[src/rtl/uart_pkg.sv]
// Shared UART receive definitions: FSM states and oversampling constants.
// The PARITY state exists only when UART_RX_PARITY_EN is defined.
package uart_pkg;

  localparam int OVS_RATE   = 16;
  localparam int MID_SAMPLE = 8;
  localparam int DATA_BITS  = 8;

`ifdef UART_RX_PARITY_EN
  typedef enum logic [2:0] {
    IDLE   = 3'd0,
    START  = 3'd1,
    DATA   = 3'd2,
    PARITY = 3'd3,
    STOP   = 3'd4
  } state_t;
`else
  typedef enum logic [2:0] {
    IDLE  = 3'd0,
    START = 3'd1,
    DATA  = 3'd2,
    STOP  = 3'd4
  } state_t;
`endif

endpackage

[src/rtl/uart_baud_tick.sv]
// 16x oversample tick generator: one-cycle pulse every OVS_DIV clocks, restartable via clr.
// Latency: first tick OVS_DIV cycles after clr; no backpressure.
module uart_baud_tick #(
  parameter int OVS_DIV = 27
) (
  input  logic clk,
  input  logic rst,
  input  logic clr,
  output logic tick
);

  localparam logic [15:0] LAST = 16'(OVS_DIV - 1);

  logic [15:0] cnt;

  always_ff @(posedge clk) begin
    if (rst || clr) begin
      cnt <= 16'd0;
    end else if (cnt == LAST) begin
      cnt <= 16'd0;
    end else begin
      cnt <= cnt + 16'd1;
    end
  end

  assign tick = (cnt == LAST);

endmodule

[src/rtl/uart_rx.sv]
// UART receiver, 8N1 (8E1 with UART_RX_PARITY_EN), 16x oversampled; byte appears one cycle after stop sample.
// Backpressure: single holding register with valid/ready; a byte completing while it is occupied is dropped (overrun).
module uart_rx
  import uart_pkg::*;
#(
  parameter int OVS_DIV = 27
) (
  input  logic       clk,
  input  logic       rst,
  input  logic       rxd,
  output logic [7:0] rx_data,
  output logic       rx_valid,
  input  logic       rx_ready,
  output logic       frame_err,
  output logic       overrun,
  output logic       parity_err
);

  localparam logic [3:0] OVS_LAST = 4'(OVS_RATE - 1);
  localparam logic [3:0] MID_LAST = 4'(MID_SAMPLE - 1);
  localparam logic [2:0] BIT_LAST = 3'(DATA_BITS - 1);

  state_t     state, state_n;
  logic       rxd_m, rxd_s, rxd_d;
  logic [3:0] ovs, ovs_n;
  logic [2:0] bit_cnt, bit_n;
  logic [7:0] shift, shift_n;
  logic       tick, tick_clr, done, ferr_n, perr_n;
  logic       mid_bit, mid_start;
`ifdef UART_RX_PARITY_EN
  logic       par_bad, par_bad_n;
`endif

  uart_baud_tick #(.OVS_DIV(OVS_DIV)) u_tick (
    .clk  (clk),
    .rst  (rst),
    .clr  (tick_clr),
    .tick (tick)
  );

  assign mid_bit   = tick && (ovs == OVS_LAST);
  assign mid_start = tick && (ovs == MID_LAST);

  always_ff @(posedge clk) begin
    if (rst) begin
      rxd_m     <= 1'b1;
      rxd_s     <= 1'b1;
      rxd_d     <= 1'b1;
      state     <= IDLE;
      ovs       <= 4'd0;
      bit_cnt   <= 3'd0;
      shift     <= 8'd0;
      frame_err <= 1'b0;
`ifdef UART_RX_PARITY_EN
      par_bad    <= 1'b0;
      parity_err <= 1'b0;
`endif
    end else begin
      rxd_m     <= rxd;
      rxd_s     <= rxd_m;
      rxd_d     <= rxd_s;
      state     <= state_n;
      ovs       <= ovs_n;
      bit_cnt   <= bit_n;
      shift     <= shift_n;
      frame_err <= ferr_n;
`ifdef UART_RX_PARITY_EN
      par_bad    <= par_bad_n;
      parity_err <= perr_n;
`endif
    end
  end

`ifndef UART_RX_PARITY_EN
  assign parity_err = 1'b0;
`endif

  always_comb begin
    state_n  = state;
    ovs_n    = ovs;
    bit_n    = bit_cnt;
    shift_n  = shift;
    tick_clr = 1'b0;
    done     = 1'b0;
    ferr_n   = 1'b0;
    perr_n   = 1'b0;
`ifdef UART_RX_PARITY_EN
    par_bad_n = par_bad;
`endif
    case (state)
      IDLE: begin
        ovs_n = 4'd0;
        bit_n = 3'd0;
`ifdef UART_RX_PARITY_EN
        par_bad_n = 1'b0;
`endif
        if (rxd_d && !rxd_s) begin
          state_n  = START;
          tick_clr = 1'b1;
        end
      end
      START: begin
        if (tick) ovs_n = ovs + 4'd1;
        // A start bit that is high again at its midpoint was a glitch.
        if (mid_start) begin
          ovs_n   = 4'd0;
          state_n = rxd_s ? IDLE : DATA;
        end
      end
      DATA: begin
        if (tick) ovs_n = ovs + 4'd1;
        if (mid_bit) begin
          shift_n = {rxd_s, shift[7:1]};
          bit_n   = bit_cnt + 3'd1;
          if (bit_cnt == BIT_LAST) begin
`ifdef UART_RX_PARITY_EN
            state_n = PARITY;
`else
            state_n = STOP;
`endif
          end
        end
      end
`ifdef UART_RX_PARITY_EN
      PARITY: begin
        if (tick) ovs_n = ovs + 4'd1;
        if (mid_bit) begin
          par_bad_n = (^shift) ^ rxd_s;
          state_n   = STOP;
        end
      end
`endif
      STOP: begin
        if (tick) ovs_n = ovs + 4'd1;
        if (mid_bit) begin
          state_n = IDLE;
          if (!rxd_s) begin
            ferr_n = 1'b1;
`ifdef UART_RX_PARITY_EN
          end else if (par_bad) begin
            perr_n = 1'b1;
`endif
          end else begin
            done = 1'b1;
          end
        end
      end
      default: state_n = IDLE;
    endcase
  end

  // Completion coinciding with a handshake refills the register without overrun.
  always_ff @(posedge clk) begin
    if (rst) begin
      rx_data  <= 8'd0;
      rx_valid <= 1'b0;
      overrun  <= 1'b0;
    end else begin
      overrun <= 1'b0;
      if (done) begin
        if (!rx_valid || rx_ready) begin
          rx_data  <= shift;
          rx_valid <= 1'b1;
        end else begin
          overrun <= 1'b1;
        end
      end else if (rx_valid && rx_ready) begin
        rx_valid <= 1'b0;
      end
    end
  end

endmodule
[config.mk]
export PLATFORM = sky130hd
export DESIGN_NAME = uart_rx
export DESIGN_NICKNAME = d
export VERILOG_FILES = /design/src/rtl/uart_pkg.sv /design/src/rtl/uart_baud_tick.sv /design/src/rtl/uart_rx.sv
export SDC_FILE = /design/constraint.sdc
export NUM_CORES = 1
export LEC_CHECK = 0
export ABC_AREA = 1
export CAP_MARGIN = 20
export CORE_MARGIN = 2
export CORE_UTILIZATION = 57
export CTS_CLUSTER_DIAMETER = 80
export DETAILED_ROUTE_END_ITERATION = 12
export PLACE_DENSITY_LB_ADDON = 0.12
export SYNTH_ARGS = -nofsm -noshare
export SYNTH_HDL_FRONTEND = slang
export SYNTH_SLANG_ARGS = --single-unit
[constraint.sdc]
create_clock -name clk -period 2.15 [get_ports clk]
set_clock_uncertainty 0.05 [all_clocks]
set_input_delay 0.215 -clock clk [delete_from_list [all_inputs] [get_ports clk]]
set_output_delay 0.215 -clock clk [all_outputs]
set_load 0.02 [all_outputs]
After elaboration in Yosys (flattened, before gate mapping) --
Index checks and enable logic that the tools add are counted.
Storage, ports and cells: register bits 48, input bits 4, output and inout bits 12, word-level logic and storage cells 74
Cells by class: add/sub/neg operators 3, eq/ne operators 13, multiplexer cells 22, bitwise logic cells 3, reductions and logical operators 21
Operators by type and width (count):
- $mux W3 | 6
- $add A16 B1 Y16 const B | 1
- $eq A16 B5 Y1 const B | 1
- $pmux W3 S4 | 1
- $pmux W4 S3 | 1
- $mux W1 | 10
- $ne A2 B2 Y1 const B | 5
- $mux W4 | 2
- $reduce_and A2 Y1 | 4
- $eq A3 B3 Y1 const B | 2
- $pmux W3 S2 | 1
- $reduce_or A2 Y1 | 3
- $reduce_and A5 Y1 | 1
- $add A4 B1 Y4 const B | 1
- $eq A4 B3 Y1 const B | 1
- $eq A4 B4 Y1 const B | 1
- $logic_and A1 B1 Y1 | 4
- $reduce_bool A2 Y1 | 2
- $add A3 B1 Y3 const B | 1
- $eq A3 B1 Y1 const B | 1
- $eq A3 B2 Y1 const B | 1
- $logic_not A3 Y1 | 1
- $not A1 Y1 | 3
- $reduce_bool A3 Y1 | 1
- 5 further kinds | 7

Depth between registers and ports, before layout --
depth in word-level cells 6, gate-level depth with buffers 11, mapped depth without buffers 11

By module --
From an unflattened synthesis, not the netlist that was laid out.
Unflattened totals: cells, all modules 324, area, all modules 2357.3 um^2
Modules (own cells, without submodules):
- uart_rx | instances 1, cells each 202, area an instance 1481.4 um^2
- uart_baud_tick | instances 1, cells each 122, area an instance 875.8 um^2

Least setup slack after synthesis --
No wires, ideal clock.
kind reg2reg, start reg u_tick.cnt[0], end reg rx_data[1], data arrival time 1.423 ns, slack 0.565 ns, cell stages (with the launch flop) 11, clock period less this slack 1.585 ns, path through dfxtp_1 > inv_1 > ha_1 > nand3_1 > nor2_2 > nand3_4 > nor2_4 > nand3_4 > buf_6 > nor2_1 > nor2_1
Between the ends: longest elaborated chain between the ends 5
Ends and longest elaborated chain:
- start, declared | line uart_baud_tick.sv:14 | logic [15:0] cnt;
- start signal, assigned | line uart_baud_tick.sv:22 | cnt <= cnt + 16'd1;
- $eq A16 B5 Y1 | line uart_baud_tick.sv:26 | assign tick = (cnt == LAST);
- $logic_and A1 B1 Y1 | line uart_rx.sv:41 | assign mid_bit = tick && (ovs == OVS_LAST);
- $mux W1 | line uart_rx.sv:135 | if (mid_bit) begin
- $mux W1 | line uart_rx.sv:90 | case (state)
- $reduce_and A2 Y1 (no line)
- end signal, assigned | line uart_rx.sv:162 | rx_data <= shift;
- end, declared | line uart_rx.sv:11 | output logic [7:0] rx_data,
No other way between the ends. A chain may end at the register's enable or synchronous reset.

Final worst setup path --
start reg u_tick.cnt[0], end reg bit_cnt[2]
Between the ends: longest elaborated chain between the ends 4
Ends and longest elaborated chain:
- $eq A16 B5 Y1 | line uart_baud_tick.sv:26
- $logic_and A1 B1 Y1 | line uart_rx.sv:41
- $ne A2 B2 Y1 (no line)
- $reduce_and A2 Y1 (no line)
- end signal, assigned | line uart_rx.sv:64 | bit_cnt <= bit_n;
- end, declared | line uart_rx.sv:26 | logic [2:0] bit_cnt, bit_n;
No other way between the ends.

==> results.py <==
metrics = {
    "status": {
        "status": "finished, final reports clean",
    },
    "critical_path": {
        "crit_path_end_kind": "register",
        "max_stage_delay_ns": 0.34,
        "crit_type": "reg -> reg",
        "cpMaxStageDelayCell": "dfxtp_1",
        "path_cells": "inv_1, ha_1, nand3_1, nor2_2, nand3_4, nor2_2, inv_2, a22oi_1, nor2_1",
        "worst-path-buf-inv": 2,
        "path_max_fanout": 10,
        "crit_path_start_kind": "register",
        "path_delay_family": "simple AND/OR/NAND/NOR gates",
        "arrival_ns": 2.00,
        "required_ns": 2.30,
        "crit_top_cell": "nor2_2",
    },
    "synth": {
        "synth_top_area_share": 0.438,
        "synth.distinct_cells": 31,
        "synthesis.area_um2": 2190,
        "ys_ff_latch": 48,
        "synth_top_cell_by_area": "dfxtp_1",
        "synth_area_leaders": "dfxtp_1 (44%), nor2_1 (10%), nand2_1 (9.4%), inv_1 (6.3%), nor3_1 (3.2%)",
        "ys_warn_count": 0,
        "synth_cells": 301,
        "synth_nets": 310,
        "syn_avg_cell_area_um2": 7.28,
        "seq_area_frac_synth": 0.438,
    },
    "clock_tree": {
        "postCtsSetupBuffers": 0,
        "cts-root-buf": "clkbuf_8",
        "htree_levels": 2,
        "ctsHoldBuffers": 0,
        "cts_tree": "yes",
        "cts_buffers": 5,
        "cts_sinks": 48,
        "ctsResizeCount": 0,
        "clock_path_buffers": 2,
        "path_clk_slew_ns": 0.09,
        "clock_latency_ns": 0.31,
    },
    "sta": {
        "finalCritPeriodShare": 0.858,
        "hold_slack_ns": 0.370,
        "slew_violations": 0,
        "hold_viol": 0,
        "max_freq_mhz": 542,
        "layout_min_cycle_time_ns": 1.84,
        "fin_setup_tns_ns": 0,
        "setup_viol": 0,
        "rsz0062_at_grt": "false",
    },
    "grt": {
        "grtUsageTotal": 0.207,
        "grt_pass1_vias": 1656,
        "grt_pass1_wl_mm": 7.04,
        "grt_max_degree": 23,
        "antenna_found_initial": 0,
        "overflow": 0,
    },
    "placement": {
        "dp_cells": 361,
        "place.detailed.hpwl_mm": 2.98,
        "numPortBuffers": 14,
        "placed_area_um2": 2380,
        "place_congestion": 0.857,
    },
    "floorplan": {
        "rows": 22,
        "dieArea_um2": 4360,
        "core_area_um2": 3690,
        "die_w_um": 66.0,
        "pin_count": 16,
        "die_y_um": 66.0,
        "start_util": 0.594,
    },
    "layout": {
        "finalNetCount": 329,
        "fin_cells": 369,
        "antenna_cells": 0,
        "layout-drive-gt1-share": 0.0966,
        "fin_area_um2": 2500,
        "layout_common_cells": "nor2_1 (59), nand2_1 (55), dfxtp_1 (48)",
        "area_growth_pct": 13.9,
        "mostFrequentLayoutCell": "nor2_1",
    },
    "detailed_routing": {
        "drc": 0,
        "via_per_inst": 4.92,
        "drtPass1Iterations": 4,
        "drt_iter0_markers": 101,
        "wl_per_cell_um": 11.0,
        "vias": 1817,
        "highest_layer": "met4",
        "ant_nets": 0,
        "postRouteWirelength_mm": 4.06,
        "wl_met2_mm": 1.67,
        "dr_wl_met3_um": 166,
        "wl_met1_mm": 2.15,
    },
    "job": {
        "drv_cap": 0,
    },
    "min_path": {
        "hold_path.class": "reg -> reg",
    },
    "pwr": {
        "p_per_area_nw_per_um2": 680,
        "p_leak_nw": 1.06,
        "peakVddDrop_mv": 0.481,
    },
}
## final timing paths
| path | startpoint | to | slack, ns | cells after the start |
|---|---|---|---|---|
| worst min register to register | rxd_m$_SDFF_PP1_ | rxd_s$_SDFF_PP1_ | 0.37 | 1 |
| worst min-delay path | rxd_m$_SDFF_PP1_ | rxd_s$_SDFF_PP1_ | 0.37 | 1 |
| worst max-delay path | u_tick.cnt[0]$_SDFF_PP0_ | bit_cnt[2]$_SDFFE_PP0P_ | 0.31 | 9 |
| worst max register to register | u_tick.cnt[0]$_SDFF_PP0_ | bit_cnt[2]$_SDFFE_PP0P_ | 0.31 | 9 |
## cells in the mapped netlist (all sizes together)
master and number:
nor3b 2, conb 1, dfxtp 48, nor4 2
nand3 14, nor2 68, o21bai 2, inv 38
buf 5, or2 4, xor2 2, a31oi 1
and2 1, xnor2 4, nand4 6, nand2 57
a21oi 11, o21a 1, a22oi 1, ha 5
o21ai 12, clkbuf 1, nor3 15
## per-stage QoR
step	util	power, mW	setup slack (ns)
final	0.677	1.70	0.305
after global routing	0.677	1.77	0.0975
after CTS	0.677	1.71	0.287
after detailed placement	0.646	1.05	0.306
after global placement	0.646	1.05	0.394
after floorplan	-	1.02	0.565
## state kept, by name, indices dropped and copies added (netlist names)
name / count
overrun: 1
shift: 8
state: 3
rx_data: 8
ovs: 4
rxd_m: 1
u_tick.cnt: 16
rxd_d: 1
rx_valid: 1
rxd_s: 1
frame_err: 1
bit_cnt: 3
## final cells by class
| cell class | count | area [um2] |
|---|---|---|
| Fill cell | 336 | 1190 |
| Tap cell | 48 | 60.1 |
| Sequential cell | 48 | 961 |
| Inverter | 38 | 143 |
| Timing Repair Buffer | 18 | 170 |
| Clock inverter | 3 | 46.3 |
| Multi-Input combinational cell | 209 | 1050 |
| Clock buffer | 5 | 68.8 |
## cells by family after synthesis
| kind of cell | count (synthesis) | share of synthesized area |
|---|---|---|
| compound gates | 28 | 0.0691 |
| buf+inv | 44 | 0.0833 |
| flops | 48 | 0.438 |
| fa+ha+maj | 5 | 0.0285 |
| simple gates | 169 | 0.355 |
| xor+xnor | 6 | 0.0240 |
| other cells | 1 | 0.00171 |
## metal layers
layer,vias up,GRT usage
li1,986,-
met1,786,0.302
met2,37,0.306
met3,8,0.0307
met4,0,0.0867
met5,-,0
## power by group
group	switching [mW]	total, mW	internal [mW]
clock network	0.315	0.665	0.350
logic	0.0749	0.117	0.0424
registers	0.0121	0.916	0.904
Power figures use the tool's default switching activity.
